[src/rtl/layer_seq_ctrl.sv]
// Sequencer for one fully-connected layer: loads an N-word input vector, then
// walks the M x N weight matrix row by row into a single MAC and hands each row result downstream.
module layer_seq_ctrl #(
  parameter int M      = 5,
  parameter int N      = 2,
  parameter int W_ADDW = $clog2(M*N),
  parameter int B_ADDW = (M > 1) ? $clog2(M) : 1,
  parameter int X_ADDW = (N > 1) ? $clog2(N) : 1
) (
  input  logic              clk,
  input  logic              reset,
  input  logic              s_valid,
  output logic              s_ready,
  output logic              x_wr_en,
  output logic [X_ADDW-1:0] x_addr,
  output logic [W_ADDW-1:0] w_addr,
  output logic [B_ADDW-1:0] b_addr,
  output logic              mac_valid_in,
  input  logic              mac_valid_out,
  output logic              m_valid,
  input  logic              m_ready,
  output logic              m_last,
  output logic              proto_err
);

  typedef enum logic [2:0] {
    S_IDLE,
    S_LOAD_X,
    S_ISSUE,
    S_WAIT,
    S_OUT
  } state_t;

  localparam logic [X_ADDW-1:0] X_LAST = X_ADDW'(N - 1);
  localparam logic [B_ADDW-1:0] B_LAST = B_ADDW'(M - 1);

  state_t            state;
  logic [X_ADDW-1:0] wr_ptr;
  logic [X_ADDW-1:0] col;
  logic [B_ADDW-1:0] row;
  logic [X_ADDW-1:0] x_hold;
  logic [W_ADDW-1:0] w_hold;
  logic [W_ADDW-1:0] w_issue;

  // row < M and col < N keep this at or below M*N-1
  assign w_issue = W_ADDW'(row) * W_ADDW'(N) + W_ADDW'(col);

  assign s_ready = (state == S_LOAD_X);
  assign x_wr_en = s_ready & s_valid;
  assign b_addr  = row;
  assign m_last  = m_valid & (row == B_LAST);

  // WAIT/OUT replay the last issued addresses so the memories stay quiet
  always_comb begin
    x_addr = x_hold;
    w_addr = w_hold;
    if (state == S_LOAD_X) begin
      x_addr = wr_ptr;
    end else if (state == S_ISSUE) begin
      x_addr = col;
      w_addr = w_issue;
    end
  end

  always_ff @(posedge clk or negedge reset) begin
    if (!reset) begin
      state        <= S_IDLE;
      wr_ptr       <= '0;
      col          <= '0;
      row          <= '0;
      x_hold       <= '0;
      w_hold       <= '0;
      mac_valid_in <= 1'b0;
      m_valid      <= 1'b0;
      proto_err    <= 1'b0;
    end else begin
      // one-cycle lag matches the read latency of the RAM and ROMs
      mac_valid_in <= (state == S_ISSUE);
      if (mac_valid_out && (state != S_WAIT)) begin
        proto_err <= 1'b1;
      end
      case (state)
        S_IDLE: begin
          state <= S_LOAD_X;
        end
        S_LOAD_X: begin
          if (s_valid) begin
            if (wr_ptr == X_LAST) begin
              wr_ptr <= '0;
              row    <= '0;
              col    <= '0;
              state  <= S_ISSUE;
            end else begin
              wr_ptr <= wr_ptr + X_ADDW'(1);
            end
          end
        end
        S_ISSUE: begin
          x_hold <= col;
          w_hold <= w_issue;
          if (col == X_LAST) begin
            col   <= '0;
            state <= S_WAIT;
          end else begin
            col <= col + X_ADDW'(1);
          end
        end
        S_WAIT: begin
          if (mac_valid_out) begin
            m_valid <= 1'b1;
            state   <= S_OUT;
          end
        end
        S_OUT: begin
          if (m_ready) begin
            m_valid <= 1'b0;
            if (row == B_LAST) begin
              row   <= '0;
              state <= S_LOAD_X;
            end else begin
              row   <= row + B_ADDW'(1);
              state <= S_ISSUE;
            end
          end
        end
        default: begin
          state <= S_IDLE;
        end
      endcase
    end
  end

endmodule

[config.mk]
export PLATFORM = sky130hd
export DESIGN_NAME = layer_seq_ctrl
export DESIGN_NICKNAME = d
export VERILOG_FILES = /design/src/rtl/layer_seq_ctrl.sv
export SDC_FILE = /design/constraint.sdc
export NUM_CORES = 1
export LEC_CHECK = 0
export ABC_AREA = 0
export CAP_MARGIN = 5
export CORE_ASPECT_RATIO = 1.25
export CORE_MARGIN = 3
export CORE_UTILIZATION = 50
export DETAILED_ROUTE_END_ITERATION = 16
export GPL_TIMING_DRIVEN = 0
export PLACE_DENSITY = 0.91
export SYNTH_ARGS = -nofsm -noshare
export SYNTH_HDL_FRONTEND = slang
export SYNTH_SLANG_ARGS = --single-unit
[constraint.sdc]
create_clock -name clk -period 2.7 [get_ports clk]
set_clock_uncertainty 0.1 [all_clocks]
set_input_delay 0.54 -clock clk [delete_from_list [all_inputs] [get_ports clk]]
set_output_delay 0.54 -clock clk [all_outputs]
set_load 0.05 [all_outputs]
==> reports/qor.yml, run 1 <==
outcome: "complete, no violations"
holdWs_ns: 0.364
maxCapViolations: 0
start_kind: "flip-flop"
rsz0062_at_grt: "false"
crit_type: "reg -> out"
hp-class: "reg -> reg"
io_pins: 19
min_period_over_period_pct: 95.5
synth_top_family_by_area: "simple AND/OR/NAND/NOR gates"
synth-xor-area-share_pct: 0.987
critPathLaunch: "state[1]"
switchingPower_mw: 0.605
report.final.slew_viol_count: 0
firstDrtPassIters: 4
vias_per_cell: 5.72
r2r_end: "w_hold[3]"
rows: 16
clk_latency_ns: 0.29
required_ns: 2.06
grt_util_all_layers_pct: 17.7
synth_warnings: 0
hold_violations: 0
post-place-ws_ns: 0.00324
setup_tns_ns: 0
dpl-instance-area_sq_um: 1090
seqPwrFrac_pct: 30.5
drcViolationCount: 0
grt_max_degree: 17
fillers: 121
drtIter0Drc: 13
rr_worst_depth: 3
avgSynthCellArea_sq_um: 11.8
cts_setup_buffers: 0
grt_pass1_vias: 678
setup_ws_ns: 0.120
critPathSlowestCell: "clkdlybuf4s50_1"
regArea_sq_um: 400
ctsHoldBuffers: 0
crit_path_max_fanout: 10
antenna_found_initial: 0
end_kind: "primary output"
area_growth_pct: 22.7
crit_path_end: "s_ready"
yosysMostFrequentCell: "dfrtp_1"
htree_levels: 1
r2r_start: "state[0]"
p_int_mw: 0.668
yosysSeqAreaShare_pct: 45.1
numCtsBuffers: 3
die-width_um: 43.7
synth_edf_count: 0
synth-compound-area-share_pct: 10.2
place.port_buffers: 18
synth_mux_area_share_pct: 17.1
p_comb_share_pct: 59.7
synthCells: 75
synth-async-reset-ratio_pct: 100
crit_family: "buffers and inverters"
routedWlPerCell_um: 14.8
tightest_slew_ns: 0.718
cpPeakStageDelay_ns: 0.86
cp_num_buf_inv: 2
cts_sinks: 16
dp_hpwl_um: 1240
clockBufferDepth: 2
fmax_ghz: 0.388
drive_above_1_share_pct: 30.2
die_area_sq_um: 2320
power.leakage_nw: 0.514
synth_seq_cells: 16
synth_flop_cell: "dfrtp_1"
yosys-top-cells-count: "dfrtp_1 (16), mux2_2 (9), a21oi_1 (5), inv_1 (5), nand2_1 (4)"
multi_input_area_sq_um: 430
synth_area_sq_um: 887
antennaDiodeCount: 0
swShare_pct: 47.5
stdcell_area_sq_um: 1090
synth-simple-area-share_pct: 17.5
pwr-share-clk_pct: 9.8
route.vias.total: 652
gp_congestion: 0.834
cts_tree: "yes"
die_h_um: 53.1
power_density_nw_per_um2: 1170
overflow: 0
yosys.area.top_type_share_pct: 45.1
slew_headroom_pct: 52.0
cp.arrival_ns: 1.94
setup_viol: 0
root_buffer: "clkbuf_4"
synth_nets: 82
design.core.area_sq_um: 1620
synth_largest_area_cell: "dfrtp_1"
layout_min_cycle_time_ns: 2.58
yosys-top-cells-area: "dfrtp_1 (45%), mux2_2 (11%), nor3b_4 (4.2%), mux2_4 (3.4%), a21oi_1 (2.8%)"
layout.nets: 105
peakVddDrop_v: 0.000857
wl_um: 1680
synth.distinct_cells: 29
crit_cells: 3
clk_pin_slew_ns: 0.08
start_util_pct: 54.7
antenna_left: 0
synth-adder-area-share_pct: 2.82
worstPathCellList: "buf_6 > nor3b_4 > clkdlybuf4s50_1"
grt_pass1_wl_um: 3030
reg2reg_slack_ns: 1.21
==> cell families (layout without fill, tap and decap cells) <==
family                     Yosys count  count (layout)
adders and majority gates            2               2
xor gates and xnor gates             1               1
DFF                                 16              16
muxes                               13              13
and+or+nand+nor                     20              20
AOI/OAI and AO/OA                   14              14
buffers and inverters                9              30
==> stage by stage <==
step	std cells	utilization, %	power (mW)
3_3_place_gp	111	67.2	1.17
4_1_cts	114	68.1	1.29
5_1_grt	114	67.1	1.35
3_5_place_dp	111	67.2	1.20
2_1_floorplan	75	-	0.982
6_report	114	67.1	1.27
==> timing repair <==
action                                  CTS  global route
resized for setup                         6            11
endpoints found under the setup margin    6             6
gates cloned                              0             0
==> per-layer routing <==
metal / vias to the layer above / track usage [%] / part of all wire, %
met1: 321 / 21.2 / 41
met5: - / 0 / 0
met4: 0 / 9.05 / 2.5
li1: 310 / - / -
met3: 5 / 2.38 / 3.3
met2: 16 / 30.3 / 53
==> power groups by stage <==
stage / clock network [mW] / registers [mW] / logic [mW]
after CTS: 0.130 / 0.388 / 0.776
after floorplan: 0 / 0.442 / 0.540
after detailed placement: 0 / 0.394 / 0.806
final: 0.125 / 0.388 / 0.761
after global placement: 0 / 0.386 / 0.787
after global routing: 0.136 / 0.402 / 0.816
==> placed cells by master, fill, tap and decap left out <==
cell type,count
o211ai_1,1
xor2_1,1
nand3_1,3
nor3b_4,2
mux2_4,2
nand3b_1,2
and4b_2,1
nand4_1,1
and2_4,1
and3_1,1
nor3b_2,1
clkbuf_2,5
nand4b_1,2
dlygate4sd2_1,1
dfrtp_1,16
dlymetal6s2s_1,1
inv_1,5
buf_6,2
buf_4,2
mux2i_1,2
nor2b_1,1
o21ai_0,2
nand2_1,4
a32o_1,1
mux2_2,9
a21oi_1,5
a21o_1,2
a22oi_1,1
a31oi_1,1
clkdlybuf4s50_1,11
clkbuf_4,3
a21oi_2,1
nor2_1,1
ha_1,2
==> sequential cells by signal (all words and copies together), names as in the netlist <==
name          count
mac_valid_in      1
b_addr            3
wr_ptr            1
proto_err         1
col               1
x_hold            1
w_hold            4
m_valid           1
state             3
==> how the worst min path moves through the flow <==
stage	from	depth (start not counted)	to
finish	proto_err	1	proto_err
global route	proto_err	1	proto_err
floorplan	reset	0	b_addr[0]
detailed placement	proto_err	1	proto_err
global placement	proto_err	1	proto_err
CTS	proto_err	1	proto_err
==> cell type report <==
cell class,instances,share of cell area (%)
clock buffer,3,2.07
sequential,16,36.8
tap,18,2.07
timing repair buffer,18,14.4
buffer,4,3.45
inverter,5,1.72
multi-input combinational,50,39.5
(Power assumes the default switching activity.)
==> inputs of run 2 (changes only) <==
--- a/config.mk
+++ b/config.mk
@@ -5,14 +5,14 @@
 export SDC_FILE = /design/constraint.sdc
 export NUM_CORES = 1
 export LEC_CHECK = 0
-export ABC_AREA = 0
+export ABC_AREA = 1
 export CAP_MARGIN = 5
 export CORE_ASPECT_RATIO = 1.25
 export CORE_MARGIN = 3
 export CORE_UTILIZATION = 50
 export DETAILED_ROUTE_END_ITERATION = 16
 export GPL_TIMING_DRIVEN = 0
-export PLACE_DENSITY = 0.91
+export PLACE_DENSITY = 0.92
 export SYNTH_ARGS = -nofsm -noshare
 export SYNTH_HDL_FRONTEND = slang
 export SYNTH_SLANG_ARGS = --single-unit
==> run 2 against run 1 <==
  * Non-clock buffer count shrank 3
  * Power shrank 4.2%
  * Cell count grew 22%
  * Combinational power shrank 5.0%
  * Core utilization grew 4.1 points
  * Via count grew 8.3%
  * Die area shrank 5.1%
  * First-iteration DRC count shrank 38%
  * Register-to-register slack gained 0.09 ns
  * Largest power group unchanged
==> reports/qor.yml, run 2 <==
outcome: "complete, no violations"
gp_congestion: 0.850
dp_hpwl_um: 1280
power.leakage_nw: 0.566
synth_warnings: 0
cpMostUsedCell: "inv_1"
yosysMostFrequentCell: "nand2_1"
synth_nets: 108
setup_viol: 0
htree_levels: 1
rsz0062_at_grt: "false"
synth_edf_count: 0
wl_um: 1600
crit_family: "buffers and inverters"
setup_tns_ns: 0
grt_util_all_layers_pct: 17.1
die_h_um: 51.7
drtIter0Drc: 8
firstDrtPassIters: 4
clk_pin_slew_ns: 0.08
yosys.area.top_type_share_pct: 47.9
tightest_slew_ns: 0.692
peakVddDrop_v: 0.000578
grt_max_degree: 17
crit_type: "reg -> out"
start_util_pct: 56.4
yosysSeqAreaShare_pct: 47.9
rr_worst_depth: 7
maxCapViolations: 0
layout.nets: 131
required_ns: 2.06
io_pins: 19
clk_latency_ns: 0.28
start_kind: "flip-flop"
yosys-top-cells-count: "nand2_1 (27), dfrtp_1 (16), inv_1 (13)"
critPathSlowestCell: "clkdlybuf4s50_1"
synth-async-reset-ratio_pct: 100
route.vias.total: 706
slew_headroom_pct: 53.8
worstPathCellList: "buf_2 > inv_1 > nand3_2 > inv_1 > clkdlybuf4s50_1"
die_area_sq_um: 2200
top_register: "w_hold"
hold_depth: 2
root_buffer: "clkbuf_4"
cp.arrival_ns: 1.95
synth_area_sq_um: 836
end_kind: "primary output"
report.final.slew_viol_count: 0
final_common_cell: "nand2_1"
grt_pass1_wl_um: 2780
synth_flop_cell: "dfrtp_1"
final_cell_mix: "nand2_1 (27), dfrtp_1 (16), inv_1 (13), clkdlybuf4s50_1 (12), o21ai_1 (7)"
min_period_over_period_pct: 95.9
die-width_um: 42.6
antennaDiodeCount: 0
antenna_left: 0
crit_cells: 5
post_cts_resize_count: 5
ctsHoldBuffers: 0
grt_pass1_vias: 669
routedWlPerCell_um: 11.5
synth_seq_cells: 16
cp_num_buf_inv: 4
clockBufferDepth: 2
power_density_nw_per_um2: 1160
rows: 15
cts_setup_buffers: 0
cpPeakStageDelay_ns: 0.81
area_growth_pct: 26.3
layout_min_cycle_time_ns: 2.59
hold_violations: 0
drive_above_1_share_pct: 15.6
synthCells: 101
synth_largest_area_cell: "dfrtp_1"
vias_per_cell: 5.08
numCtsBuffers: 3
cts_tree: "yes"
synth.distinct_cells: 20
antenna_found_initial: 0
design.core.area_sq_um: 1480
place.port_buffers: 18
yosys-top-cells-area: "dfrtp_1 (48%), nand2_1 (12%), inv_1 (5.8%), o21ai_1 (4.2%), ha_1 (3.0%)"
total_power_mw: 1.22
largest_reg_flops: 4
crit_path_max_fanout: 8
cts_sinks: 16
hp-class: "reg -> reg"
drcViolationCount: 0
overflow: 0
avgSynthCellArea_sq_um: 8.28
fmax_ghz: 0.386
run 2: final timing paths:
kind	slack, ns	end	from
worst max register to register	1.30	b_addr[1]	b_addr[0]
min in group asynchronous	0.57	wr_ptr	reset
worst max-delay path	0.11	s_ready	state[2]
worst min register to register	0.39	w_hold[2]	w_hold[2]
max in group asynchronous	1.50	b_addr[0]	reset
worst min-delay path	0.39	w_hold[2]	w_hold[2]
run 2: tightest hold or removal path: cells and delay by family (launching register included):
kind,cells,cell delay (ns)
AO/OA/AOI/OAI,1,0.06
flip-flops,1,0.33
AND/OR/NAND/NOR,1,0.06
run 2: report_power, final:
group          leakage (nW)  internal (mW)  switching, mW  total (mW)
Sequential            0.199          0.315         0.0636       0.378
Combinational         0.354          0.217          0.505       0.723
Clock                0.0138         0.0519         0.0676       0.119
run 2: metrics by stage:
| step | cells | hold WS [ns] | cell area [sq um] | setup WS (ns) | utilization (%) |
|---|---|---|---|---|---|
| CTS | 139 | 0.382 | 1050 | 0.0551 | 71.1 |
| floorplan | 101 | 0.144 | 836 | 0.135 | - |
| global placement | 136 | 0.356 | 1040 | 0.0613 | 70.0 |
| finish | 139 | 0.386 | 1060 | 0.110 | 71.2 |
| global route | 139 | 0.409 | 1060 | 0.00375 | 71.2 |
| detailed placement | 136 | 0.363 | 1040 | 0.0552 | 70.0 |
run 2: final cells by class:
type	count	area [sq um]
Clock buffer	3	22.5
Inverter	16	60.1
Timing Repair Buffer	18	176
Multi-Input combinational cell	68	370
Sequential cell	16	400
Fill cell	123	427
Tap cell	17	21.3
Buffer	1	5.00
run 2: routing by layer:
| layer | track usage (%) | share of wire, % | up-vias |
|---|---|---|---|
| met5 | 0 | 0 | - |
| met3 | 2.42 | 5.1 | 5 |
| li1 | - | - | 360 |
| met1 | 19.2 | 43 | 320 |
| met2 | 29.7 | 49 | 21 |
| met4 | 11.4 | 2.9 | 0 |
run 2: kinds of logic after synthesis:
logic type,share of synthesized area (%)
buf+inv,7.78
fa+ha+maj,2.99
simple gates,28.4
xor+xnor,2.10
compound gates,10.8
flops,47.9
==> inputs of run 3 (changes only) <==
==> constraint.sdc (replaced) <==
create_clock -name clk -period 3.04 [get_ports clk]
set_clock_uncertainty 0.1 [all_clocks]
set_input_delay 0.608 -clock clk [delete_from_list [all_inputs] [get_ports clk]]
set_output_delay 0.608 -clock clk [all_outputs]
set_load 0.05 [all_outputs]
==> run 3 against run 2 <==
  * Cell count did not move
  * Routed wire length fell by 0.13%
  * Worst hold slack about the same
  * Flip-flop and latch count is the same
  * Sequential share of layout area decreased by 0.13 points
  * Setup slack gained 0.029 ns
  * Register-to-register slack improved by 0.34 ns
  * Design area is 0.36% higher
  * Critical path type unchanged
  * Highest routed layer unchanged
==> reports/qor.yml, run 3 (synthesized netlist as in run 2, its figures left out) <==
outcome: "complete, no violations"
power.leakage_nw: 0.533
place.port_buffers: 18
area_growth_pct: 26.8
report.final.slew_viol_count: 0
antennaDiodeCount: 0
clk_pin_slew_ns: 0.08
routedWlPerCell_um: 11.5
cpMostUsedCell: "o21ai_1"
grt_pass1_wl_um: 2790
wl_um: 1590
maxCapViolations: 0
overflow: 0
ctsHoldBuffers: 0
cp.arrival_ns: 2.19
design.core.area_sq_um: 1480
setup_viol: 0
setup_tns_ns: 0
root_buffer: "clkbuf_4"
holdWs_ns: 0.386
die_h_um: 51.7
drtIter0Drc: 8
tightest_slew_ns: 0.692
firstDrtPassIters: 4
drive_above_1_share_pct: 15.6
cts_sinks: 16
layout.nets: 131
dp_hpwl_um: 1280
clockBufferDepth: 2
end_kind: "primary output"
crit_path_max_fanout: 9
antenna_left: 0
clk_latency_ns: 0.28
numCtsBuffers: 3
hp-class: "reg -> reg"
grt_max_degree: 17
drcViolationCount: 0
peakVddDrop_v: 0.000522
rsz0062_at_grt: "false"
worstPathCellList: "buf_2 > nor2_2 > nand2_2 > inv_2 > o21ai_1 > o21ai_1 > clkdlybuf4s50_1"
min_period_over_period_pct: 95.4
cpPeakStageDelay_ns: 0.81
post_cts_resize_count: 0
layout_min_cycle_time_ns: 2.90
critPathSlowestCell: "clkdlybuf4s50_1"
die-width_um: 42.6
grt_util_all_layers_pct: 17.1
required_ns: 2.33
start_kind: "flip-flop"
largest_reg_flops: 4
htree_levels: 1
antenna_found_initial: 0
fmax_ghz: 0.345
grt_pass1_vias: 673
power_density_nw_per_um2: 1050
cts_setup_buffers: 0
die_area_sq_um: 2200
route.vias.total: 706
slew_headroom_pct: 53.8
gp_congestion: 0.850
io_pins: 19
crit_type: "reg -> out"
hold_violations: 0
vias_per_cell: 5.08
cts_tree: "yes"
top_register: "w_hold"
fin_util_pct: 71.5
final_cell_mix: "nand2_1 (27), clkdlybuf4s50_1 (18), dfrtp_1 (16), inv_1 (13), o21ai_1 (7)"
final_common_cell: "nand2_1"
rows: 15
start_util_pct: 56.4
-- run 3: layout make-up --
cell class	count	area (sq um)
Multi-Input combinational cell	68	370
Timing Repair Buffer	18	180
Fill cell	125	423
Clock buffer	3	22.5
Buffer	1	5.00
Inverter	16	60.1
Tap cell	17	21.3
Sequential cell	16	400
-- run 3: worst paths after layout --
| path | start | endpoint | slack [ns] | depth (start not counted) |
|---|---|---|---|---|
| worst max-delay path | state[2] | x_addr | 0.14 | 7 |
| worst min-delay path | w_hold[2] | w_hold[2] | 0.39 | 2 |
| worst max register to register | b_addr[0] | b_addr[1] | 1.64 | 7 |
| worst min register to register | w_hold[2] | w_hold[2] | 0.39 | 2 |
| max in group asynchronous | reset | b_addr[0] | 1.77 | 1 |
| min in group asynchronous | reset | wr_ptr | 0.64 | 1 |
-- run 3: worst max-delay path: cells and delay by family (launching register included) --
family | cells | cell delay, ns
compound gates | 2 | 0.21
buf+inv | 3 | 1.10
flops | 1 | 0.36
simple gates | 2 | 0.24
-- run 3: report_power, final --
part           internal [mW]  total [mW]  switching (mW)
logic                  0.215       0.666           0.450
registers              0.279       0.336          0.0565
clock network         0.0461       0.106          0.0600
-- run 3: routing by layer --
metal | vias to the layer above | part of all wire, % | track usage [%]
li1 | 360 | - | -
met1 | 320 | 43 | 19.4
met2 | 21 | 49 | 29.7
met3 | 5 | 4.6 | 2.42
met4 | 0 | 2.9 | 11.4
met5 | - | 0 | 0
-- run 3: metrics by stage --
stage          instances  total power, mW  area, sq um  worst slack [ns]
2_1_floorplan        101            0.822          836             0.407
6_report             139             1.11         1060             0.140
4_1_cts              139             1.11         1060             0.138
3_5_place_dp         136             1.01         1040             0.259
5_1_grt              139             1.18         1060           0.00387
3_3_place_gp         136            0.977         1040             0.265
